==> src/rtl/key_step_gen.sv <==
// Debounced push-button step generator: single step on press, auto-repeat
// while held, with the raw key passed through a 2-flop synchronizer.
module key_step_gen #(
    parameter int DB_CYCLES   = 1_000_000,
    parameter int HOLD_CYCLES = 50_000_000,
    parameter int REP_CYCLES  = 10_000_000
) (
    input  logic       CLK,
    input  logic       rst_n,
    input  logic       iKey,
    input  logic       iEn,
    output logic       oStep,
    output logic       oPressed,
    output logic [2:0] oState
);

    localparam int MAX_A   = (DB_CYCLES > HOLD_CYCLES) ? DB_CYCLES : HOLD_CYCLES;
    localparam int MAX_CYC = (MAX_A > REP_CYCLES) ? MAX_A : REP_CYCLES;
    localparam int CW      = $clog2(MAX_CYC);

    localparam logic [CW-1:0] DB_LAST   = CW'(DB_CYCLES - 1);
    localparam logic [CW-1:0] HOLD_LAST = CW'(HOLD_CYCLES - 1);
    localparam logic [CW-1:0] REP_LAST  = CW'(REP_CYCLES - 1);

    typedef enum logic [2:0] {
        IDLE       = 3'd0,
        PRESS_DB   = 3'd1,
        HELD       = 3'd2,
        REPEAT     = 3'd3,
        RELEASE_DB = 3'd4
    } state_t;

    state_t        state, state_nx;
    logic [CW-1:0] cnt, cnt_nx;
    logic          s1, s2;
    logic          pulse;

    // Two-flop synchronizer for the asynchronous key input.
    always_ff @(posedge CLK or negedge rst_n) begin
        if (!rst_n) begin
            s1 <= 1'b0;
            s2 <= 1'b0;
        end else begin
            s1 <= iKey;
            s2 <= s1;
        end
    end

    // Next-state, counter and pulse decode; a release always wins over a
    // terminal count, and every state change clears the counter.
    always_comb begin
        state_nx = state;
        cnt_nx   = cnt + 1'b1;
        pulse    = 1'b0;
        case (state)
            IDLE: begin
                cnt_nx = '0;
                if (s2) state_nx = PRESS_DB;
            end
            PRESS_DB: begin
                if (!s2) begin
                    state_nx = IDLE;
                    cnt_nx   = '0;
                end else if (cnt == DB_LAST) begin
                    state_nx = HELD;
                    cnt_nx   = '0;
                    pulse    = 1'b1;
                end
            end
            HELD: begin
                if (!s2) begin
                    state_nx = RELEASE_DB;
                    cnt_nx   = '0;
                end else if (cnt == HOLD_LAST) begin
                    state_nx = REPEAT;
                    cnt_nx   = '0;
                    pulse    = 1'b1;
                end
            end
            REPEAT: begin
                if (!s2) begin
                    state_nx = RELEASE_DB;
                    cnt_nx   = '0;
                end else if (cnt == REP_LAST) begin
                    cnt_nx = '0;
                    pulse  = 1'b1;
                end
            end
            RELEASE_DB: begin
                // A bounce back to pressed returns to HELD and restarts the hold timer.
                if (s2) begin
                    state_nx = HELD;
                    cnt_nx   = '0;
                end else if (cnt == DB_LAST) begin
                    state_nx = IDLE;
                    cnt_nx   = '0;
                end
            end
            default: begin
                state_nx = IDLE;
                cnt_nx   = '0;
            end
        endcase
    end

    // State, counter and registered outputs.
    always_ff @(posedge CLK or negedge rst_n) begin
        if (!rst_n) begin
            state    <= IDLE;
            cnt      <= '0;
            oStep    <= 1'b0;
            oPressed <= 1'b0;
        end else begin
            state    <= state_nx;
            cnt      <= cnt_nx;
            oStep    <= pulse & iEn;
            oPressed <= (state_nx == HELD) || (state_nx == REPEAT) ||
                        (state_nx == RELEASE_DB);
        end
    end

    assign oState = state;

endmodule

==> config.mk <==
export PLATFORM = sky130hd
export DESIGN_NAME = key_step_gen
export DESIGN_NICKNAME = d
export VERILOG_FILES = /design/src/rtl/key_step_gen.sv
export SDC_FILE = /design/constraint.sdc
export NUM_CORES = 1
export LEC_CHECK = 0
export BUFFER_PORTS_ARGS = -buffer_cell sky130_fd_sc_hd__buf_2
export CAP_MARGIN = 30
export CORE_UTILIZATION = 25
export CTS_CLUSTER_DIAMETER = 30
export DETAILED_ROUTE_END_ITERATION = 7
export HOLD_SLACK_MARGIN = 0.05
export PLACE_DENSITY = 0.37
export SKIP_LAST_GASP = 1
export SYNTH_ARGS = -nofsm -noshare
export SYNTH_HDL_FRONTEND = slang
export SYNTH_SLANG_ARGS = --single-unit
==> constraint.sdc <==
create_clock -name CLK -period 2.5 [get_ports CLK]
set_input_delay 0.125 -clock CLK [delete_from_list [all_inputs] [get_ports CLK]]
set_output_delay 0.125 -clock CLK [all_outputs]
set_load 0.1 [all_outputs]
==> results of run 1 <==
cell usage after synthesis (all sizes together), types with 4 or more instances:
cell,n
buf,5
nand3,9
and3,4
xnor2,15
nor3,8
nor2,8
nand2,15
and4,6
a21oi,27
xor2,9
dfrtp,33
nor4b,4
nor4,6
nand4,8
power groups by stage:
stage	Combinational, µW	Sequential [µW]	Clock [µW]
5_1_grt	46.1	544	429
3_5_place_dp	40.3	554	0
2_1_floorplan	16.4	557	0
3_3_place_gp	39.4	553	0
6_report	41.2	544	396
4_1_cts	42.7	543	411
per-layer routing:
| layer | wire length (µm) | track usage, % | vias up | share of wire [%] |
|---|---|---|---|---|
| li1 | - | - | 708 | - |
| met1 | 2249 | 16.99 | 703 | 50 |
| met2 | 2100 | 21.59 | 17 | 46 |
| met3 | 116 | 2.922 | 6 | 2.6 |
| met4 | 65 | 4.918 | 0 | 1.4 |
| met5 | 0 | 0 | - | 0 |
what timing repair did:
item | 4_1_cts | 5_1_grt
hold buffers | 2 | 0
buffers inserted | 0 | 0
endpoints found under the hold margin | 34 | 0
logic make-up after synthesis:
logic type | count (synthesis) | synth area share (%)
AOI/OAI and AO/OA | 37 | 11.90
xor gates and xnor gates | 24 | 11.49
adders and majority gates | 1 | 0.6839
buffers and inverters | 10 | 4.104
DFF | 33 | 45.14
and+or+nand+nor | 81 | 26.68
worst min path at each step:
stage / cells past startpoint / to / slack [ns]
2_1_floorplan: 0 / cnt[0] / -0.17
3_3_place_gp: 1 / s1 / 0.23
3_5_place_dp: 1 / s1 / 0.24
4_1_cts: 3 / oStep / 0.08
5_1_grt: 3 / oStep / 0.09
6_report: 3 / oStep / 0.08
worst reg2reg max path, delay by kind of cell (launching register included):
family,cells,cell delay (ns)
buf+inv,1,0.21
flops,1,0.41
fa+ha+maj,1,0.23
compound gates,2,0.33
simple gates,3,0.81
stage by stage:
stage                     cells  util, %  setup slack (ns)  cell area [µm²]  power [µW]
final                       297    30.00            0.3944             2083       980.7
after global routing        297    30.00            0.2400             2083        1019
after floorplan             186        -            0.4423             1829       573.3
after CTS                   297    30.00            0.3794             2083       996.7
after global placement      287    28.52            0.4239             1981       592.8
after detailed placement    287    28.52            0.3876             1981       594.1
layout make-up:
cell class	count	area, µm²	share of cell area [%]
repair buffers	14	115.1	5.526
clock inverters	2	10.01	0.4805
clock buffers	6	72.57	3.483
multi-input cells	143	928.4	44.56
inverters	3	11.26	0.5405
well taps	96	120.1	5.766
flip-flops and latches	33	825.8	39.64
sequential cells by signal, summed over array words and instances (netlist names):
| register | count |
|---|---|
| cnt | 26 |
| oPressed | 1 |
| oState | 3 |
| oStep | 1 |
| s1 | 1 |
| s2 | 1 |
==> impl_metrics.env, run 1 <==
export IMPL_vias_in_the_first_global_route=1444
export IMPL_grt_antenna_before_repair=0
export IMPL_critical_path_cell_count=7
export IMPL_power_switching_uw=238.5
export IMPL_critPathCaptureType="flop"
export IMPL_pwr_share_seq_pct=55.4
export IMPL_grt_first_pass_wirelength_um=7548
export IMPL_route_detailed_drc=0
export IMPL_synth_top_cell_area_share_pct=45.14
export IMPL_post_synth_top_area_cell="dfrtp_1"
export IMPL_grt_overflow_total=0
export IMPL_internal_power_uw=742.2
export IMPL_buffer_ports_inserted=8
export IMPL_cp_data_required_time_ns=2.67
export IMPL_wl_per_cell_um=15.26
export IMPL_setup_violations=0
export IMPL_power_per_cell_area_nw_per_um2=470.7
export IMPL_worst_path_max_delay_cell="dfrtp_1"
export IMPL_die_w_um=87.54
export IMPL_initial_utilization_pct=26.34
export IMPL_layout_commonest_cell="dfrtp_1"
export IMPL_synth_warnings=0
export IMPL_cp_endpoint="cnt[1]"
export IMPL_worstSkewPairLatency_ns=0.29
export IMPL_core_region_area_um2=6944
export IMPL_drv_cap=0
export IMPL_critical_path_top_delay_family="simple AND/OR/NAND/NOR gates"
export IMPL_critical_path_reg2reg_endpoint="cnt[1]"
export IMPL_syn_nets=191
export IMPL_critical_path_fanout_max=26
export IMPL_drt_iter0_markers=57
export IMPL_synth_top_cells_by_area="dfrtp_1 (45%), a21oi_1 (7.4%), xnor2_1 (7.2%), xor2_1 (4.3%), buf_6 (3.1%)"
export IMPL_worst_slew_pin_slew_ns=0.7782
export IMPL_synth_area_um2=1829
export IMPL_grt_max_degree=34
export IMPL_ff2ff_setup_slack_ns=0.39
export IMPL_floorplan_die_area_um2=7663
export IMPL_combinationalPowerShare_pct=4.2
export IMPL_syn_instance_count=186
export IMPL_final_min_period_over_clock_period_pct=84.22
export IMPL_clock_power_share_pct=40.4
export IMPL_status="finished clean"
export IMPL_cts_buffer_depth=2
export IMPL_worst_r2r_path_depth=7
export IMPL_rsz0062_at_grt="no"
export IMPL_irDropWorstVdd_mv=0.1470
export IMPL_grt_usage_pct=13.16
export IMPL_average_footprint_of_a_synthesized_cell_um2=9.835
export IMPL_cts_num_sinks=33
export IMPL_drive_above_1_share_pct=11.44
export IMPL_synth_cell_type_count=36
export IMPL_hpwlAfterDp_um=3045
export IMPL_detail_route_wirelength_um=4531
export IMPL_fmax_ghz=0.4749
export IMPL_worst_path_largest_cell_delay_ns=0.41
export IMPL_cts_inserted_buffers=5
export IMPL_p_leak_uw=0.0007741
export IMPL_worst_path_buf_inv=1
export IMPL_y_dimension_of_the_die_um=87.54
export IMPL_vias_per_cell=4.828
export IMPL_fin_worst_hold_slack_ns=0.07950
export IMPL_root_buffer_cell="clkbuf_8"
export IMPL_count_of_endpoints_failing_hold_in_the_final_timing_report=0
export IMPL_core_rowCount=30
export IMPL_antenna_cells_inserted=0
export IMPL_worst_hold_launch="iEn"
export IMPL_boundaryPins=9
export IMPL_layout_common_cells="dfrtp_1 (33), a21oi_1 (27), nand2_1 (15), xnor2_1 (15)"
export IMPL_fillCellCount=758
export IMPL_timing_max_transition_violations_final=0
export IMPL_timing_clock_skew_ns=0.005312
export IMPL_synth_edff_count=0
export IMPL_post_cts_resize_count=0
export IMPL_regToRegStartpoint="cnt[0]"
export IMPL_sw_frac_of_total_pct=24.32
export IMPL_drtPass1Iterations=5
export IMPL_async_reset_ff_share_pct=100.0
export IMPL_cts_reportedPaths_clkPinSlew_ns=0.07
export IMPL_crit_path_start_kind="flop"
export IMPL_drtAntennaViolNets=0
export IMPL_synth_seq_area_share_pct=45.14
export IMPL_vias=1434
export IMPL_path_cells="ha_1 -> and3_1 -> nand3_1 -> or3_4 -> o2111ai_2 -> buf_12 -> a21boi_0"
export IMPL_gp_routability_congestion=0.7424
export IMPL_area_growth_syn_to_layout_pct=13.89
export IMPL_max_slew_margin_rel_pct=48.12
export IMPL_worstSetupStartpoint="cnt[0]"
export IMPL_accumulated_negative_setup_slack_ns=0
export IMPL_h_tree_lvls=2
export IMPL_criticalPathCategory="flop to flop"
export IMPL_layout_nets=205
export IMPL_arrival_ns=2.27
export IMPL_tritoncts="built"
export IMPL_ys_flop_type="dfrtp_1"
export IMPL_synth_seq_cells=33
export IMPL_worst_hold_path_class="primary input to flop"
export IMPL_min_period_ns=2.106
Power figures use the tool's default switching activity.
==> run 2, diff against run 1 <==
--- a/config.mk
+++ b/config.mk
@@ -11,7 +11,7 @@
 export CTS_CLUSTER_DIAMETER = 30
 export DETAILED_ROUTE_END_ITERATION = 7
 export HOLD_SLACK_MARGIN = 0.05
-export PLACE_DENSITY = 0.37
+export PLACE_DENSITY = 0.39
 export SKIP_LAST_GASP = 1
 export SYNTH_ARGS = -nofsm -noshare
 export SYNTH_HDL_FRONTEND = slang
==> constraint.sdc (replaced) <==
create_clock -name CLK -period 1.9 [get_ports CLK]
set_input_delay 0.095 -clock CLK [delete_from_list [all_inputs] [get_ports CLK]]
set_output_delay 0.095 -clock CLK [all_outputs]
set_load 0.1 [all_outputs]
==> run 2 against run 1 <==
  * The run now ends with negative setup slack left
  * Critical path depth did not move
  * Highest routed layer unchanged
  * Worst setup slack worse by 0.55 ns
  * First-iteration DRC count rose by 18%
  * Clock-buffer cell count grew 2
  * Sequential cell count unchanged
  * Clock skew grew 0.0074 ns
  * Critical endpoint unchanged
==> impl_metrics.env, run 2 (synthesis gave the netlist of run 1 again) <==
export IMPL_seqCellArea_um2=830.8
export IMPL_multiInputGateArea_um2=991.0
export IMPL_detailedPlace_worstSlack_ns=-0.1156
export IMPL_vias_in_the_first_global_route=1672
export IMPL_failed_checks="negative setup slack"
export IMPL_fillCellCount=718
export IMPL_wl_per_cell_um=15.51
export IMPL_power_per_cell_area_nw_per_um2=527.1
export IMPL_floorplan_die_area_um2=7663
export IMPL_worstSkewPairLatency_ns=0.29
export IMPL_met1_length_um=2624
export IMPL_arrival_ns=2.22
export IMPL_route_detailed_drc=0
export IMPL_cts_num_sinks=33
export IMPL_smallest_setup_slack_after_layout_ns=-0.1555
export IMPL_criticalPathCategory="flop to flop"
export IMPL_grt_first_pass_wirelength_um=8452
export IMPL_detail_route_wirelength_um=5164
export IMPL_hpwlAfterDp_um=3483
export IMPL_fmax_ghz=0.4865
export IMPL_drive_above_1_share_pct=28.69
export IMPL_largest_register="cnt"
export IMPL_min_period_ns=2.056
export IMPL_layout_nets=241
export IMPL_count_of_endpoints_failing_hold_in_the_final_timing_report=0
export IMPL_regToRegStartpoint="cnt[20]"
export IMPL_drt_iter0_markers=67
export IMPL_rsz0062_at_grt="yes"
export IMPL_critPathCaptureType="flop"
export IMPL_timing_clock_skew_ns=0.01275
export IMPL_antenna_cells_inserted=0
export IMPL_post_layout_total_power_uw=1315
export IMPL_die_w_um=87.54
export IMPL_detailroute_wirelength_met3_um=123
export IMPL_layout_commonest_cell="buf_4"
export IMPL_p_leak_uw=0.0009939
export IMPL_grt_usage_pct=14.56
export IMPL_max_slew_margin_rel_pct=49.58
export IMPL_cts_inserted_buffers=5
export IMPL_tritoncts="built"
export IMPL_met2_wirelength_um=2353
export IMPL_setup_violations=26
export IMPL_buffer_ports_inserted=8
export IMPL_timing_max_transition_violations_final=0
export IMPL_crit_path_start_kind="flop"
export IMPL_y_dimension_of_the_die_um=87.54
export IMPL_hold_path_depth=0
export IMPL_drtAntennaViolNets=0
export IMPL_layout_common_cells="buf_4 (32), dfrtp_1 (29), a21oi_1 (25), nand2_1 (15), xnor2_1 (15)"
export IMPL_drv_cap=0
export IMPL_initial_utilization_pct=26.34
export IMPL_worst_hold_path_class="flop to flop"
export IMPL_ff2ff_setup_slack_ns=-0.16
export IMPL_grt_overflow_total=0
export IMPL_root_buffer_cell="clkbuf_8"
export IMPL_worst_hold_launch="s1"
export IMPL_core_rowCount=30
export IMPL_irDropWorstVdd_mv=0.2103
export IMPL_worst_r2r_path_depth=7
export IMPL_final_min_period_over_clock_period_pct=108.2
export IMPL_highest_signal_layer="met4"
export IMPL_worst_slew_pin_slew_ns=0.7563
export IMPL_largest_register_ffs=26
export IMPL_critical_path_fanout_max=7
export IMPL_vias=1619
export IMPL_h_tree_lvls=2
export IMPL_core_region_area_um2=6944
export IMPL_cts_reportedPaths_clkPinSlew_ns=0.07
export IMPL_area_growth_syn_to_layout_pct=36.39
export IMPL_holdPathEnd="s2"
export IMPL_grt_max_degree=34
export IMPL_grt_antenna_before_repair=0
export IMPL_boundaryPins=9
export IMPL_cts_buffer_depth=2
export IMPL_gp_routability_congestion=0.8239
export IMPL_critical_path_reg2reg_endpoint="cnt[1]"
export IMPL_drtPass1Iterations=4
export IMPL_status="complete, but fails checks"
export IMPL_vias_per_cell=4.862
export IMPL_cp_data_required_time_ns=2.06
==> run 2: cell count changes in the layout (fill, tap and decap cells not counted), sizes merged <==
cell	change
clkinv	-2
dlygate4sd3	+1
clkbuf	+3
buf	+34
==> run 2: worst max-delay path: stages, from the launching register on <==
cell and delay, ns:
dfrtp_1 0.41, nor4b_4 0.34, nand4_1 0.17, or3_4 0.39, o2111ai_4 0.24, buf_12 0.17, buf_12 0.12, a21boi_0 0.08
==> run 2: report_power, final <==
group / leakage [µW] / internal, µW / switching [µW] / total (µW)
combinational: 0.000507 / 41.7 / 49.0 / 90.7
sequential: 0.000447 / 708 / 8.08 / 716
clock: 0.0000395 / 260 / 248 / 508
total: 0.000994 / 1010 / 305 / 1310
==> run 2: worst max path at each step <==
| stage | start | depth (start not counted) | endpoint | slack, ns |
|---|---|---|---|---|
| detailed placement | cnt[12] | 6 | cnt[1] | -0.12 |
| CTS | cnt[20] | 7 | cnt[2] | -0.14 |
| global route | cnt[20] | 7 | cnt[2] | -0.21 |
| floorplan | cnt[12] | 6 | cnt[0] | -0.03 |
| global placement | cnt[12] | 6 | cnt[1] | -0.11 |
| finish | cnt[20] | 7 | cnt[1] | -0.16 |
==> run 2: area by class of cell <==
cell class,instances,share of cell area [%]
Clock buffer,8,3.210
Inverter,3,0.4514
Multi-Input combinational cell,143,39.72
Sequential cell,33,33.30
Tap cell,96,4.814
Timing Repair Buffer,50,18.51
==> run 2: routing by layer <==
metal | track usage (%) | up-vias
li1 | - | 785
met2 | 23.30 | 20
met1 | 19.74 | 809
met3 | 2.545 | 5
met4 | 5.365 | 0
met5 | 0 | -
==> run 2: repair_timing <==
item / 4_1_cts / 5_1_grt
hold buffers: 3 / 0
endpoints found under the hold margin: 35 / 0
resized for setup: 5 / 6
setup endpoints to repair: 27 / 30
pin swaps: 6 / 9
cloned: 2 / 1
setup buffers: 6 / 2
==> run 2: metrics by stage <==
stage | instances | hold slack (ns) | setup TNS (ns) | area (µm²) | utilization (%)
floorplan | 186 | -0.2006 | -0.6514 | 1858 | -
global placement | 313 | 0.2036 | -2.453 | 2205 | 31.75
detailed placement | 313 | 0.2051 | -2.574 | 2205 | 31.75
CTS | 332 | 0.3573 | -3.337 | 2445 | 35.21
global route | 333 | 0.3692 | -4.966 | 2495 | 35.93
finish | 333 | 0.3523 | -3.597 | 2495 | 35.93
==> run 3, diff against run 2 <==
--- a/config.mk
+++ b/config.mk
@@ -11,7 +11,7 @@
 export CTS_CLUSTER_DIAMETER = 30
 export DETAILED_ROUTE_END_ITERATION = 7
 export HOLD_SLACK_MARGIN = 0.05
-export PLACE_DENSITY = 0.39
+export PLACE_DENSITY = 0.37
 export SKIP_LAST_GASP = 1
 export SYNTH_ARGS = -nofsm -noshare
 export SYNTH_HDL_FRONTEND = slang
==> constraint.sdc (replaced) <==
create_clock -name CLK -period 2.3 [get_ports CLK]
set_input_delay 0.115 -clock CLK [delete_from_list [all_inputs] [get_ports CLK]]
set_output_delay 0.115 -clock CLK [all_outputs]
set_load 0.1 [all_outputs]
==> run 3 against run 2 <==
  * The run now ends clean
  * Via count fell by 7.7%
  * Sequential cell count did not move
  * Die area did not move
  * Global-route usage fell by 1.7 points
  * Worst setup slack improved by 0.37 ns
  * Clock-buffer cell count did not move
  * Sequential share of layout area rose by 6.1 points
  * Clock skew fell by 0.0068 ns
  * Core utilization fell by 5.7 points
  * Routed wire length fell by 13%
  * Sequential power fell by 17%
  * Critical path type unchanged
  * Largest power group unchanged
  * Highest routed layer unchanged
==> impl_metrics.env, run 3 (synthesis gave the netlist of run 1 again) <==
export IMPL_status="finished clean"
export IMPL_post_cts_resize_count=0
export IMPL_vias_in_the_first_global_route=1463
export IMPL_timing_clock_skew_ns=0.005911
export IMPL_critical_path_fanout_max=14
export IMPL_detail_route_wirelength_um=4488
export IMPL_met2_usage_pct=21.38
export IMPL_hpwlAfterDp_um=3082
export IMPL_rsz0062_at_grt="no"
export IMPL_layout_common_cells="dfrtp_1 (33), a21oi_1 (27), nand2_1 (15), xnor2_1 (15)"
export IMPL_area_growth_syn_to_layout_pct=14.71
export IMPL_buffer_ports_inserted=8
export IMPL_route_detailed_drc=0
export IMPL_vias_per_cell=4.963
export IMPL_worst_hold_path_class="primary input to flop"
export IMPL_worst_path_largest_cell_delay_ns=0.45
export IMPL_grt_antenna_before_repair=0
export IMPL_hold_path_depth=3
export IMPL_core_rowCount=30
export IMPL_global_route_usage_met1_pct=16.01
export IMPL_cts_num_sinks=33
export IMPL_root_buffer_cell="clkbuf_8"
export IMPL_crit_path_start_kind="flop"
export IMPL_regToRegStartpoint="cnt[11]"
export IMPL_setup_violations=0
export IMPL_h_tree_lvls=2
export IMPL_drtAntennaViolNets=0
export IMPL_largest_register="cnt"
export IMPL_core_region_area_um2=6944
export IMPL_antenna_cells_inserted=0
export IMPL_drt_iter0_markers=65
export IMPL_timing_max_transition_violations_final=0
export IMPL_irDropWorstVdd_mv=0.1443
export IMPL_vias=1494
export IMPL_critical_path_top_delay_family="simple AND/OR/NAND/NOR gates"
export IMPL_die_w_um=87.54
export IMPL_power_per_cell_area_nw_per_um2=503.7
export IMPL_grt_max_degree=34
export IMPL_p_leak_uw=0.0007827
export IMPL_worst_path_buf_inv=1
export IMPL_arrival_ns=2.25
export IMPL_path_cells="nor3b_1 -> nand4_1 -> or3_4 -> o2111ai_2 -> buf_4 -> a21boi_0"
export IMPL_boundaryPins=9
export IMPL_critical_path_cell_count=6
export IMPL_groute_layer_met3_usage_pct=3.205
export IMPL_critical_path_reg2reg_endpoint="cnt[1]"
export IMPL_final_min_period_over_clock_period_pct=90.89
export IMPL_holdPathEnd="oStep"
export IMPL_cts_reportedPaths_clkPinSlew_ns=0.07
export IMPL_cts_inserted_buffers=5
export IMPL_layout_nets=209
export IMPL_worst_path_max_delay_cell="dfrtp_1"
export IMPL_cp_data_required_time_ns=2.46
export IMPL_cts_hold_buf=2
export IMPL_max_slew_margin_rel_pct=48.64
export IMPL_grt_first_pass_wirelength_um=7362
export IMPL_layout_commonest_cell="dfrtp_1"
export IMPL_worst_r2r_path_depth=6
export IMPL_worstSkewPairLatency_ns=0.29
export IMPL_grt_overflow_total=0
export IMPL_drive_above_1_share_pct=12.20
export IMPL_grt_busiest_layer="met2"
export IMPL_floorplan_die_area_um2=7663
export IMPL_initial_utilization_pct=26.34
export IMPL_worst_slew_pin_slew_ns=0.7704
export IMPL_count_of_endpoints_failing_hold_in_the_final_timing_report=0
export IMPL_post_cts_buffers=0
export IMPL_grt_usage_pct=12.87
export IMPL_y_dimension_of_the_die_um=87.54
export IMPL_drtPass1Iterations=4
export IMPL_criticalPathCategory="flop to flop"
export IMPL_drv_cap=0
export IMPL_min_period_ns=2.091
export IMPL_cts_buffer_depth=2
export IMPL_wl_per_cell_um=14.91
export IMPL_critPathCaptureType="flop"
export IMPL_gp_routability_congestion=0.7775
export IMPL_largest_register_ffs=26
export IMPL_fmax_ghz=0.4784
export IMPL_final_core_util_pct=30.22
export IMPL_ff2ff_setup_slack_ns=0.21
export IMPL_accumulated_negative_setup_slack_ns=0
export IMPL_tritoncts="built"
export IMPL_worst_hold_launch="iEn"
## run 3: cell count changes in the layout (fill, tap and decap cells not counted), moves of 2 or more
cell / previous run / this run
buf_12: 3 / 1
dfrtp_2: 4 / 0
a21oi_2: 2 / 0
buf_4: 32 / 7
dfrtp_1: 29 / 33
a21oi_1: 25 / 27
buf_16: 2 / 0
## run 3: tightest hold or removal path, delay by kind of cell
family | cells | cell delay (ns)
buf+inv | 1 | 0.10
simple gates | 1 | 0.08
compound gates | 1 | 0.05
## run 3: report_power, final
group	internal (µW)	total, µW	switching [µW]
Combinational	11.6	43.6	32.0
Clock	215	423	208
Sequential	585	591	6.06
Total	811	1060	246
## run 3: metrics by stage
step / std cells / setup slack (ns) / hold WS [ns] / total power [µW] / instance area, µm²
floorplan: 186 / 0.2423 / -0.1806 / 623.1 / 1829
global placement: 291 / 0.2182 / 0.2229 / 642.5 / 1998
detailed placement: 291 / 0.2007 / 0.2248 / 643.9 / 1998
CTS: 301 / 0.1913 / 0.08364 / 1075 / 2098
global route: 301 / 0.08245 / 0.1023 / 1100 / 2098
finish: 301 / 0.2095 / 0.08803 / 1057 / 2098
## run 3: routing by layer
layer	routed length, µm	share of wire (%)	vias to the layer above
li1	-	-	720
met1	2198	49	741
met2	2080	46	26
met3	145	3.2	7
met4	65	1.4	0
met5	0	0	-
## run 3: cell type report
cell class,instances,area [µm²]
flip-flops and latches,33,825.8
multi-input cells,143,928.4
clock buffers,8,80.08
well taps,96,120.1
inverters,3,11.26
repair buffers,18,132.6
fillers,739,4846
## run 3: how the worst max path moves through the flow
stage,endpoint,start,slack (ns)
2_1_floorplan,cnt[0],oState[1],0.24
3_3_place_gp,cnt[1],cnt[11],0.22
3_5_place_dp,cnt[1],cnt[11],0.20
4_1_cts,cnt[1],cnt[11],0.19
5_1_grt,cnt[1],cnt[11],0.08
6_report,cnt[1],cnt[11],0.21
